File: src/rtl/alu_operand_fetch.sv
// -----------------------------------------------------------------------------
// alu_operand_fetch
//
// Registered operand-fetch stage between the register file and the ALU.
// Operand A and B sources are chosen with one-hot selects. If more than one
// bit is set, the lowest set bit wins. B can take an immediate instead of a
// register. A writeback in the same cycle is forwarded into the captured pair.
// The pair is held in a one-entry valid/ready buffer. While the pair waits for
// the ALU, a writeback to a held operand's source register refreshes that
// operand, so the ALU never sees a stale value.
//
// Ports
//   clk       in   rising-edge clock
//   rst_n     in   asynchronous active-low reset
//   req_valid in   fetch request present
//   req_ready out  stage can accept a request (also true on the consume cycle)
//   sel_a     in   [NREG]   A source select, lowest set bit wins
//   sel_b     in   [NREG]   B source select, lowest set bit wins
//   imm_en_b  in   B takes imm instead of a register
//   imm       in   [DATA_W] immediate for B
//   rf_data   in   [NREG*DATA_W] register i at bits [i*DATA_W +: DATA_W]
//   wb_valid  in   register write this cycle
//   wb_sel    in   [NREG]   write target, lowest set bit wins, zero = no write
//   wb_data   in   [DATA_W] write data
//   op_valid  out  da/db hold a valid pair
//   op_ready  in   ALU consumes the pair
//   da, db    out  [DATA_W] operands
//   op_err    out  held pair had an empty select
// -----------------------------------------------------------------------------
module alu_operand_fetch #(
    parameter int DATA_W = 8,
    parameter int NREG   = 4
) (
    input  logic                     clk,
    input  logic                     rst_n,
    input  logic                     req_valid,
    output logic                     req_ready,
    input  logic [NREG-1:0]          sel_a,
    input  logic [NREG-1:0]          sel_b,
    input  logic                     imm_en_b,
    input  logic [DATA_W-1:0]        imm,
    input  logic [NREG*DATA_W-1:0]   rf_data,
    input  logic                     wb_valid,
    input  logic [NREG-1:0]          wb_sel,
    input  logic [DATA_W-1:0]        wb_data,
    output logic                     op_valid,
    input  logic                     op_ready,
    output logic [DATA_W-1:0]        da,
    output logic [DATA_W-1:0]        db,
    output logic                     op_err
);

    localparam int IDX_W = (NREG > 1) ? $clog2(NREG) : 1;

    typedef enum logic {
        EMPTY = 1'b0,
        FULL  = 1'b1
    } state_t;

    // Index of the lowest set bit. The caller qualifies the result with |v,
    // so an all-zero vector can safely return 0 here.
    function automatic logic [IDX_W-1:0] lowest_idx(input logic [NREG-1:0] v);
        logic [IDX_W-1:0] idx;
        idx = '0;
        for (int i = NREG - 1; i >= 0; i--) begin
            if (v[i]) begin
                idx = IDX_W'(i);
            end
        end
        return idx;
    endfunction

    // ------------------------------------------------------------------
    // Register file unpacking
    // ------------------------------------------------------------------
    logic [DATA_W-1:0] rf_word [NREG];

    generate
        for (genvar gi = 0; gi < NREG; gi++) begin : g_rf_unpack
            assign rf_word[gi] = rf_data[gi*DATA_W +: DATA_W];
        end
    endgenerate

    // ------------------------------------------------------------------
    // Source decode and forwarding for the incoming request
    // ------------------------------------------------------------------
    logic             a_any;
    logic             b_any;
    logic [IDX_W-1:0] a_idx;
    logic [IDX_W-1:0] b_idx;
    logic             wb_hit;
    logic [IDX_W-1:0] wb_idx;
    logic             b_from_reg;
    logic [DATA_W-1:0] a_value;
    logic [DATA_W-1:0] b_value;
    logic             req_err;

    assign a_any  = |sel_a;
    assign b_any  = |sel_b;
    assign a_idx  = lowest_idx(sel_a);
    assign b_idx  = lowest_idx(sel_b);
    // An all-zero wb_sel means no write, even if wb_valid is high.
    assign wb_hit = wb_valid & (|wb_sel);
    assign wb_idx = lowest_idx(wb_sel);

    // When the immediate is used, B has no register source.
    assign b_from_reg = ~imm_en_b & b_any;

    always_comb begin
        a_value = '0;
        if (a_any) begin
            a_value = (wb_hit && (wb_idx == a_idx)) ? wb_data : rf_word[a_idx];
        end
    end

    always_comb begin
        b_value = '0;
        if (imm_en_b) begin
            b_value = imm;
        end else if (b_any) begin
            b_value = (wb_hit && (wb_idx == b_idx)) ? wb_data : rf_word[b_idx];
        end
    end

    // The immediate can never be empty, so an empty sel_b only counts as an
    // error when B comes from a register.
    assign req_err = ~a_any | (~b_any & ~imm_en_b);

    // ------------------------------------------------------------------
    // Output buffer state
    // ------------------------------------------------------------------
    state_t            state_reg,     state_next;
    logic [DATA_W-1:0] da_reg,        da_next;
    logic [DATA_W-1:0] db_reg,        db_next;
    logic              op_err_reg,    op_err_next;
    logic [IDX_W-1:0]  a_idx_reg,     a_idx_next;
    logic [IDX_W-1:0]  b_idx_reg,     b_idx_next;
    logic              has_src_a_reg, has_src_a_next;
    logic              has_src_b_reg, has_src_b_next;

    logic capture;
    logic refresh_a;
    logic refresh_b;

    // The stage can accept a request on the same cycle the ALU drains it.
    assign req_ready = (state_reg == EMPTY) | op_ready;
    assign capture   = req_valid & req_ready;

    // Refresh only applies to a pair that stays held: it must be valid, not
    // consumed and not replaced. Empty selects and the immediate never have
    // has_src set, so they never refresh.
    assign refresh_a = has_src_a_reg & wb_hit & (wb_idx == a_idx_reg);
    assign refresh_b = has_src_b_reg & wb_hit & (wb_idx == b_idx_reg);

    always_comb begin
        state_next     = state_reg;
        da_next        = da_reg;
        db_next        = db_reg;
        op_err_next    = op_err_reg;
        a_idx_next     = a_idx_reg;
        b_idx_next     = b_idx_reg;
        has_src_a_next = has_src_a_reg;
        has_src_b_next = has_src_b_reg;

        if (capture) begin
            // A new pair always overrides any refresh of the old one.
            state_next     = FULL;
            da_next        = a_value;
            db_next        = b_value;
            op_err_next    = req_err;
            a_idx_next     = a_idx;
            b_idx_next     = b_idx;
            has_src_a_next = a_any;
            has_src_b_next = b_from_reg;
        end else if (state_reg == FULL) begin
            if (op_ready) begin
                // When the pair is consumed, the data registers keep their
                // contents. They are meaningless until the next capture.
                state_next = EMPTY;
            end else begin
                if (refresh_a) begin
                    da_next = wb_data;
                end
                if (refresh_b) begin
                    db_next = wb_data;
                end
            end
        end
    end

    always_ff @(posedge clk or negedge rst_n) begin
        if (!rst_n) begin
            state_reg     <= EMPTY;
            da_reg        <= '0;
            db_reg        <= '0;
            op_err_reg    <= 1'b0;
            a_idx_reg     <= '0;
            b_idx_reg     <= '0;
            has_src_a_reg <= 1'b0;
            has_src_b_reg <= 1'b0;
        end else begin
            state_reg     <= state_next;
            da_reg        <= da_next;
            db_reg        <= db_next;
            op_err_reg    <= op_err_next;
            a_idx_reg     <= a_idx_next;
            b_idx_reg     <= b_idx_next;
            has_src_a_reg <= has_src_a_next;
            has_src_b_reg <= has_src_b_next;
        end
    end

    assign op_valid = (state_reg == FULL);
    assign da       = da_reg;
    assign db       = db_reg;
    assign op_err   = op_err_reg;

endmodule

File: config.mk
export PLATFORM = sky130hd
export DESIGN_NAME = alu_operand_fetch
export DESIGN_NICKNAME = d
export VERILOG_FILES = /design/src/rtl/alu_operand_fetch.sv
export SDC_FILE = /design/constraint.sdc
export NUM_CORES = 1
export LEC_CHECK = 0
export BUFFER_PORTS_ARGS = -buffer_cell sky130_fd_sc_hd__buf_2
export CAP_MARGIN = 20
export CORE_ASPECT_RATIO = 0.7
export CORE_UTILIZATION = 48
export DETAILED_ROUTE_END_ITERATION = 12
export GPL_TIMING_DRIVEN = 0
export PLACE_DENSITY_LB_ADDON = 0.15
export SYNTH_ARGS = -nofsm -noshare
export SYNTH_HDL_FRONTEND = slang
export SYNTH_SLANG_ARGS = --single-unit
File: constraint.sdc
create_clock -name clk -period 1.55 [get_ports clk]
set_input_delay 0.31 -clock clk [delete_from_list [all_inputs] [get_ports clk]]
set_output_delay 0.31 -clock clk [all_outputs]
set_load 0.02 [all_outputs]
==> impl_metrics.csv, run 1 <==
group,metric,value,unit
outcome,outcome,"finished, final reports clean",
global_routing,grt_pass1_vias,1644,
synth,postSynthAreaPerCell,11.5,um^2
cts,ctsHoldBuffers,0,
global_routing,grt_pass1_wl,8.42,mm
cts,root_buffer,"clkbuf_8",
placed_design,gp_congestion,0.897,
timing,worst_clock_skew,3.62,ps
global_routing,grtUsageTotal,0.253,
global_routing,antenna_found_initial,0,
global_routing,grt.overflow.total,0,
floorplanning,die-area,4380,um^2
route,ant_nets,0,
synth,syn_inst,171,
synth,ys_ff_latch,24,
hold_path,min_path_type,"input pin to async pin",
route,wl,5.32,mm
pwr,power_density,837,nW/um^2
synth,synth.top_cell.area_share,0.304,
timing,setup_viol,0,
critical_path,slowest_stage,"mux4_2",
floorplanning,initial_core_util,0.503,
route,post_drt_wl_per_cell,16.6,um
timing,clock.fmax,651,MHz
route,dr.pass1.iters,4,
timing,rsz0062_at_grt,"true",
cells_and_area,drive_above_1_share,0.599,
cts,clk_latency,270,ps
synth,netlist_top_cells_area,"dfrtp_1 30%, mux4_1 21%, mux2i_1 5.1%",
floorplanning,die_w,78.7,um
cells_and_area,area_growth,40.2,%
timing,post-route-period-util,0.990,
timing,slew_headroom,0.556,
route,viasPerCell,5.70,
critical_path,critPathCaptureType,"register",
cells_and_area,antennaDiodeCount,0,
floorplanning,core_area,3920,um^2
critical_path,critPathKind,"input pin to register",
critical_path,critPathLaunchType,"input pin",
pwr,power.leakage,1.26,nW
route,drc,0,
global_routing,grt_max_degree,25,
critical_path,worstPathCellList,"buf_6 -> nand2b_4 -> a21oi_4 -> buf_4 -> mux4_2 -> nand3_1 -> a31oi_1",
cells_and_area,multiInputGateArea,1430,um^2
critical_path,critPathMaxStageDelay,510,ps
synth,synthTopCellsByCount,"24 x dfrtp_1, 16 x mux4_1, 13 x nand2b_1",
timing,period_needed,1540,ps
route,vias,1831,
timing,drv_slew,0,
cells_and_area,nets,336,
synth,ys.flop_type,"dfrtp_1",
placed_design,dp.cells,306,
floorplanning,num_io_pins,85,
floorplanning,die_y,55.7,um
floorplanning,rows,19,
job,cap_violations,0,
cells_and_area,seqCellArea,601,um^2
cts,tritoncts,"yes",
route,drtIter0Drc,107,
synth,syn_area,1970,um^2
critical_path,crit_fanout,3,
timing,hold_ws,4.89,ps
critical_path,reg2reg_depth,6,
synth,ys.warnings.count,0,
synth,synth_nets,237,
cts,clk_pin_slew,90,ps
timing,tightest_slew,660,ps
cts,cts.sinks,24,
critical_path,r2r-start,"op_valid$_DFF_PN0_",
placed_design,port_buffers,83,
cts,h-tree-depth,1,
cells_and_area,stdcell_count,321,
synth,ys_async_sr_fraction,1.00,
cts,cts_buffers,3,
synth,synth_edf_count,0,
synth,synth_most_common_cell,"dfrtp_1",
critical_path,arrival,1700,ps
critical_path,cp.required,1710,ps
critical_path,startpoint,"sel_b[2]",
synth,yosysTopAreaCell,"dfrtp_1",
synth,ys_types,37,
pwr,vdd_drop_max,0.487,mV
timing,hold_viol,0,
synth,ys_seq_area_frac,0.304,
placed_design,dpl.hpwl,3.88,mm
cells_and_area,fillerInstances,302,
cts,clk_path_buf_depth,2,
-- timing repair --
action / CTS / global route
setup buffers: 8 / 3
gates resized for setup: 12 / 35
setup endpoints to repair: 17 / 16
pin swaps: 5 / 15
-- layout make-up --
type                       count  share of cell area
multi-input combinational    138               0.515
sequential                    24               0.217
timing repair buffer          94               0.199
tap                           52              0.0235
buffer                         6              0.0158
clock buffer                   3              0.0149
clock inverter                 1              0.0108
inverter                       3             0.00407
-- power by group --
| group | switching, mW | internal [mW] |
|---|---|---|
| registers | 0.0636 | 0.739 |
| logic | 0.490 | 0.466 |
| clock network | 0.211 | 0.346 |
| total | 0.764 | 1.55 |
-- kinds of logic after synthesis --
| logic type | Yosys count | share of synthesized area |
|---|---|---|
| and+or+nand+nor | 60 | 0.180 |
| buffers and inverters | 9 | 0.0222 |
| xor gates and xnor gates | 6 | 0.0266 |
| AOI/OAI and AO/OA | 41 | 0.175 |
| muxes | 31 | 0.292 |
| DFF | 24 | 0.304 |
-- cells in the final DEF, fill, tap and decap left out, types with 2 or more instances in the layout --
master | netlist | routed
nand2b_4 | 1 | 4
a31oi_1 | 10 | 10
a21oi_1 | 8 | 8
a21oi_4 | 3 | 3
o22a_1 | 7 | 7
buf_8 | 0 | 2
xnor2_2 | 0 | 3
or2_4 | 0 | 5
buf_4 | 0 | 8
nand4_1 | 2 | 2
or2_2 | 8 | 3
nor2_4 | 0 | 3
mux2i_1 | 10 | 9
xor2_1 | 2 | 2
nor2_1 | 5 | 3
dfrtp_1 | 24 | 24
buf_6 | 1 | 6
clkbuf_8 | 0 | 3
mux4_2 | 0 | 15
nand2b_1 | 13 | 10
nand2_1 | 11 | 10
o211a_1 | 7 | 7
mux2_2 | 5 | 5
buf_2 | 1 | 80
nand3_2 | 1 | 3
inv_1 | 2 | 2
nand3_1 | 10 | 7
nor3_4 | 1 | 2
-- worst max-delay path: cells and delay by family --
| kind | cells | cell delay (ps) |
|---|---|---|
| multiplexers | 1 | 510 |
| buffers and inverters | 2 | 290 |
| AO/OA/AOI/OAI | 2 | 330 |
| AND/OR/NAND/NOR | 2 | 260 |
-- stage by stage --
stage | setup TNS (ps) | setup WS, ps | total power, mW | cell area, um^2 | util
after floorplan | -1580 | -149 | 1.35 | 1960 | -
after global placement | -8250 | -613 | 1.65 | 2440 | 0.623
after detailed placement | -8190 | -612 | 1.66 | 2440 | 0.623
after CTS | 0 | 0.288 | 2.26 | 2620 | 0.669
after global routing | -30.1 | -11.9 | 2.43 | 2770 | 0.706
final | 0 | 14.9 | 2.32 | 2770 | 0.706
-- per-layer routing --
metal  global-route usage  part of all wire  vias to the layer above
met3               0.0410             0.069                        2
li1                     -                 -                      866
met2                0.354              0.43                       77
met4               0.0397            0.0036                        0
met1                0.414              0.49                      886
met5                    0                 0                        -
-- worst paths after layout --
path                                                 end  slack, ps
worst max-delay path                   db[2]$_DFFE_PN0P_         10
worst min-delay path                   db[3]$_DFFE_PN0P_          5
worst max register to register         da[6]$_DFFE_PN0P_         60
worst min register to register  a_idx_reg[1]$_DFFE_PN0P_        540
max in group asynchronous       a_idx_reg[0]$_DFFE_PN0P_       1180
min in group clk                      op_valid$_DFF_PN0_        280
No activity file was read; power rests on OpenSTA's default activity.
==> run 2: changes to the inputs <==
Settings changed: CORE_ASPECT_RATIO 0.7 to unset.
==> impl_metrics.csv, run 2 (synthesized netlist as in run 1, its figures left out) <==
group,metric,value,unit
timing,rsz0062_at_grt,"true",
cells_and_area,nets,336,
floorplanning,core_area,3800,um^2
route,vias,1841,
timing,slew_headroom,0.638,
route,drtIter0Drc,117,
hold_path,min_path_type,"input pin to async pin",
timing,drv_slew,0,
route,post_drt_wl_per_cell,16.7,um
cts,clk_path_buf_depth,2,
cells_and_area,layout_common_cells,"82 x buf_2, 24 x dfrtp_1, 12 x mux4_2, 10 x nand2b_1, 10 x nand2_1",
job,cap_violations,0,
cells_and_area,stdcell_count,316,
global_routing,grt_pass1_vias,1782,
cells_and_area,drive_above_1_share,0.586,
cts,clk_latency,260,ps
timing,post-route-period-util,0.997,
critical_path,crit_fanout,9,
outcome,outcome,"finished, final reports clean",
critical_path,r2r_setup_slack,30,ps
critical_path,arrival,1700,ps
floorplanning,die-area,4370,um^2
critical_path,critPathMaxStageDelay,340,ps
cts,clk_pin_slew,80,ps
cells_and_area,antennaDiodeCount,0,
cts,h-tree-depth,1,
cells_and_area,final_core_util,0.718,
pwr,combPwrFrac,0.448,
placed_design,gp_congestion,0.794,
global_routing,grt.overflow.total,0,
cts,cts.sinks,24,
pwr,vdd_drop_max,0.332,mV
timing,tightest_slew,543,ps
critical_path,slowest_stage,"a41o_2",
route,ant_nets,0,
cells_and_area,area_growth,38.1,%
pwr,p_switching,0.747,mW
pwr,power.leakage,1.24,nW
global_routing,grt_pass1_wl,8.45,mm
global_routing,grtUsageTotal,0.260,
placed_design,dp.cells,302,
cts,tritoncts,"yes",
pwr,switching_share,0.352,
floorplanning,die_y,66.1,um
timing,hold_ws,17.7,ps
critical_path,cp.required,1710,ps
placed_design,port_buffers,83,
global_routing,antenna_found_initial,0,
route,dr.pass1.iters,4,
pwr,cell_internal_pwr,1.37,mW
placed_design,dpl.hpwl,3.89,mm
critical_path,crit_buf_inv,2,
cts,cts_buffers,3,
global_routing,grt_max_degree,25,
route,viasPerCell,5.83,
pwr,power_density,777,nW/um^2
cts,root_buffer,"clkbuf_8",
critical_path,worstPathCellList,"buf_2 -> nand2b_4 -> a21oi_4 -> buf_4 -> xnor2_1 -> a41o_2 -> o22a_1 -> o211a_1",
critical_path,critPathKind,"input pin to register",
pwr,p_seq_frac,0.378,
timing,clock.fmax,647,MHz
pwr,power.total,2.12,mW
placed_design,pre_cts_ws,-556,ps
floorplanning,rows,22,
timing,fin_ws,3.88,ps
floorplanning,die_w,66.1,um
route,drc,0,
cells_and_area,fillerInstances,284,
timing,setup_viol,0,
timing,hold_viol,0,
cts,ctsHoldBuffers,0,
critical_path,critPathCaptureType,"register",
floorplanning,initial_core_util,0.520,
cells_and_area,final_common_cell,"buf_2",
floorplanning,num_io_pins,85,
critical_path,critPathLaunchType,"input pin",
timing,period_needed,1550,ps
route,wl,5.27,mm
pwr,p_clk_frac,0.174,
critical_path,critical-path-top-delay-family,"compound AO/OA/AOI/OAI gates",
timing,worst_clock_skew,2.53,ps
[run 2: power by group through the flow]
stage | Sequential, mW | Combinational, mW | Clock, mW
final | 0.802 | 0.950 | 0.369
after global routing | 0.814 | 1.03 | 0.390
after CTS | 0.800 | 0.894 | 0.380
after detailed placement | 0.810 | 0.851 | 0
after global placement | 0.806 | 0.837 | 0
after floorplan | 0.926 | 0.428 | 0
[run 2: stage by stage]
stage | cell area, um^2 | setup TNS (ps)
2_1_floorplan | 1960 | -1580
3_3_place_gp | 2440 | -7830
3_5_place_dp | 2440 | -7750
4_1_cts | 2590 | 0
5_1_grt | 2730 | -557
6_report | 2730 | 0
[run 2: what timing repair did]
action,CTS,global route
gates resized for setup,12,27
pin swaps,6,11
buffers inserted,8,4
endpoints found under the setup margin,16,22
[run 2: metal layers]
layer	GRT usage	vias up	part of all wire
met5	0	-	0
met4	0.0559	0	0.0027
met3	0.0310	2	0.078
met2	0.430	94	0.47
met1	0.366	875	0.45
li1	-	870	-
[run 2: final cells by class]
class / instances / area [um^2] / area share
Multi-Input combinational cell: 138 / 1430 / 0.525
Sequential cell: 24 / 601 / 0.220
Timing Repair Buffer: 95 / 549 / 0.201
Tap cell: 48 / 60.1 / 0.0220
Clock buffer: 3 / 41.3 / 0.0151
Buffer: 5 / 32.5 / 0.0119
Inverter: 3 / 11.3 / 0.00413
[run 2: final timing paths]
kind	from	endpoint	cells past startpoint
max	wb_sel[2]	da[1]$_DFFE_PN0P_	8
max reg2reg	op_valid$_DFF_PN0_	da[1]$_DFFE_PN0P_	5
min	rst_n	op_valid$_DFF_PN0_	1
max in group asynchronous	rst_n	da[5]$_DFFE_PN0P_	1
min in group clk	req_valid	op_valid$_DFF_PN0_	2
min reg2reg	has_src_a_reg$_DFFE_PN0P_	has_src_a_reg$_DFFE_PN0P_	1
[run 2: worst register-to-register path, stage by stage, from the launching register on]
cell and delay (ps):
dfrtp_1 390, nand2b_4 100, nor3b_4 300, a41o_2 370
o22a_1 170, o211a_1 140
==> run 3: changes to the inputs <==
Settings changed: BUFFER_PORTS_ARGS -buffer_cell sky130_fd_sc_hd__buf_2 to -buffer_cell sky130_fd_sc_hd__buf_4, SLEW_MARGIN set to 5.
==> impl_metrics.csv, run 3 (synthesized netlist as in run 1, its figures left out) <==
group,metric,value,unit
global_routing,grt_max_degree,25,
timing,drv_slew,0,
route,drc,0,
floorplanning,die-area,4370,um^2
cells_and_area,area_growth,48.6,%
cts,clk_pin_slew,90,ps
global_routing,grtUsageTotal,0.271,
timing,tns,0,ps
cells_and_area,final_core_util,0.772,
timing,hold_viol,0,
floorplanning,die_y,66.1,um
global_routing,grt-busiest-layer,"met2",
pwr,power.leakage,1.33,nW
cells_and_area,antennaDiodeCount,0,
job,cap_violations,0,
cts,tritoncts,"yes",
timing,fin_ws,17.6,ps
critical_path,slowest_stage,"dfrtp_1",
cts,h-tree-depth,1,
cts,clk_latency,270,ps
route,drtIter0Drc,93,
route,viasPerCell,5.91,
placed_design,port_buffers,83,
timing,setup_viol,0,
global_routing,grt_pass1_wl,8.83,mm
cells_and_area,nets,337,
pwr,vdd_drop_max,0.437,mV
placed_design,gp_congestion,0.829,
route,wl,5.64,mm
critical_path,critPathKind,"register to register",
critical_path,critPathMaxStageDelay,400,ps
placed_design,pre_cts_ws,-585,ps
hold_path,min_path_type,"input pin to register",
timing,tightest_slew,501,ps
route,dr.pass1.iters,4,
cts,cts_buffers,3,
critical_path,cp.required,1770,ps
timing,hold_ws,264,ps
timing,period_needed,1530,ps
placed_design,dpl.hpwl,4.09,mm
critical_path,arrival,1750,ps
pwr,power.total,2.31,mW
critical_path,crit_fanout,4,
cells_and_area,layout_common_cells,"88 x buf_4, 24 x dfrtp_1, 15 x mux4_2",
cells_and_area,drive_above_1_share,0.593,
cts,clk_path_buf_depth,2,
global_routing,antenna_found_initial,0,
critical_path,critPathCaptureType,"register",
floorplanning,die_w,66.1,um
floorplanning,rows,22,
global_routing,grt_pass1_vias,1885,
cts,root_buffer,"clkbuf_8",
timing,post-route-period-util,0.989,
cts,cts.sinks,24,
pwr,power_density,786,nW/um^2
global_routing,grt.overflow.total,0,
timing,slew_headroom,0.663,
timing,worst_clock_skew,4.04,ps
global_routing,grt_util_met1,0.352,
cells_and_area,final_common_cell,"buf_4",
route,ant_nets,0,
timing,clock.fmax,653,MHz
global_routing,grtUsageMet3,0.0534,
global_routing,grtUsageMet2,0.448,
floorplanning,core_area,3800,um^2
route,post_drt_wl_per_cell,17.7,um
critical_path,worstPathCellList,"nand2b_4 -> nor3b_4 -> a41o_1 -> o22a_1 -> o211a_1",
route,vias,1878,
timing,rsz0062_at_grt,"true",
floorplanning,num_io_pins,85,
floorplanning,initial_core_util,0.520,
outcome,outcome,"finished, final reports clean",
critical_path,critPathLaunchType,"register",
run 3: cell count changes in the layout (fill, tap and decap cells not counted), moves of 2 or more:
cell,previous run,this run
buf_2,82,1
buf_4,7,88
or2_2,1,5
or2_4,7,3
mux4_1,4,1
mux4_2,12,15
nand3_2,1,3
nor2_4,2,0
xnor2_1,2,0
xnor2_2,2,4
run 3: per-layer routing:
| metal | share of wire | routed length (um) |
|---|---|---|
| met5 | 0 | 0 |
| met4 | 0.020 | 112 |
| met3 | 0.087 | 492 |
| met2 | 0.48 | 2700 |
| met1 | 0.41 | 2330 |
run 3: cell type report:
type / count / area (um^2)
repair buffers: 95 / 763
clock buffers: 4 / 55.1
plain buffers: 5 / 35.0
well taps: 48 / 60.1
fillers: 257 / 865
flip-flops and latches: 24 / 601
inverters: 3 / 11.3
multi-input cells: 139 / 1410
run 3: critical path: cells and delay by family (launching register included):
kind             cells  cell delay (ps)
AO/OA/AOI/OAI        3              640
flip-flops           1              400
AND/OR/NAND/NOR      2              440
run 3: where the power goes:
| group | internal (mW) | switching (mW) | total, mW |
|---|---|---|---|
| Combinational | 0.563 | 0.491 | 1.05 |
| Clock | 0.227 | 0.215 | 0.443 |
| Sequential | 0.739 | 0.0709 | 0.810 |
run 3: final timing paths:
kind / slack (ps) / startpoint / cells after the start / end
min in group asynchronous: 460 / rst_n / 2 / op_valid$_DFF_PN0_
worst max register to register: 20 / op_valid$_DFF_PN0_ / 5 / da[4]$_DFFE_PN0P_
max in group asynchronous: 840 / rst_n / 2 / op_err$_DFFE_PN0P_
worst min-delay path: 260 / req_valid / 2 / op_valid$_DFF_PN0_
worst max-delay path: 20 / op_valid$_DFF_PN0_ / 5 / da[4]$_DFFE_PN0P_
worst min register to register: 550 / b_idx_reg[1]$_DFFE_PN0P_ / 1 / b_idx_reg[1]$_DFFE_PN0P_
run 3: timing repair:
item	in CTS	in global routing
setup buffers	8	3
hold buffers	1	0
pin swaps	6	13
resized for setup	12	23
endpoints found under the setup margin	17	22
endpoints found under the hold margin	24	0
gates cloned	0	1
run 3: per-stage QoR:
step,cell area [um^2],instances
2_1_floorplan,1960,171
3_3_place_gp,2650,302
3_5_place_dp,2650,302
4_1_cts,2820,314
5_1_grt,2930,318
6_report,2930,318
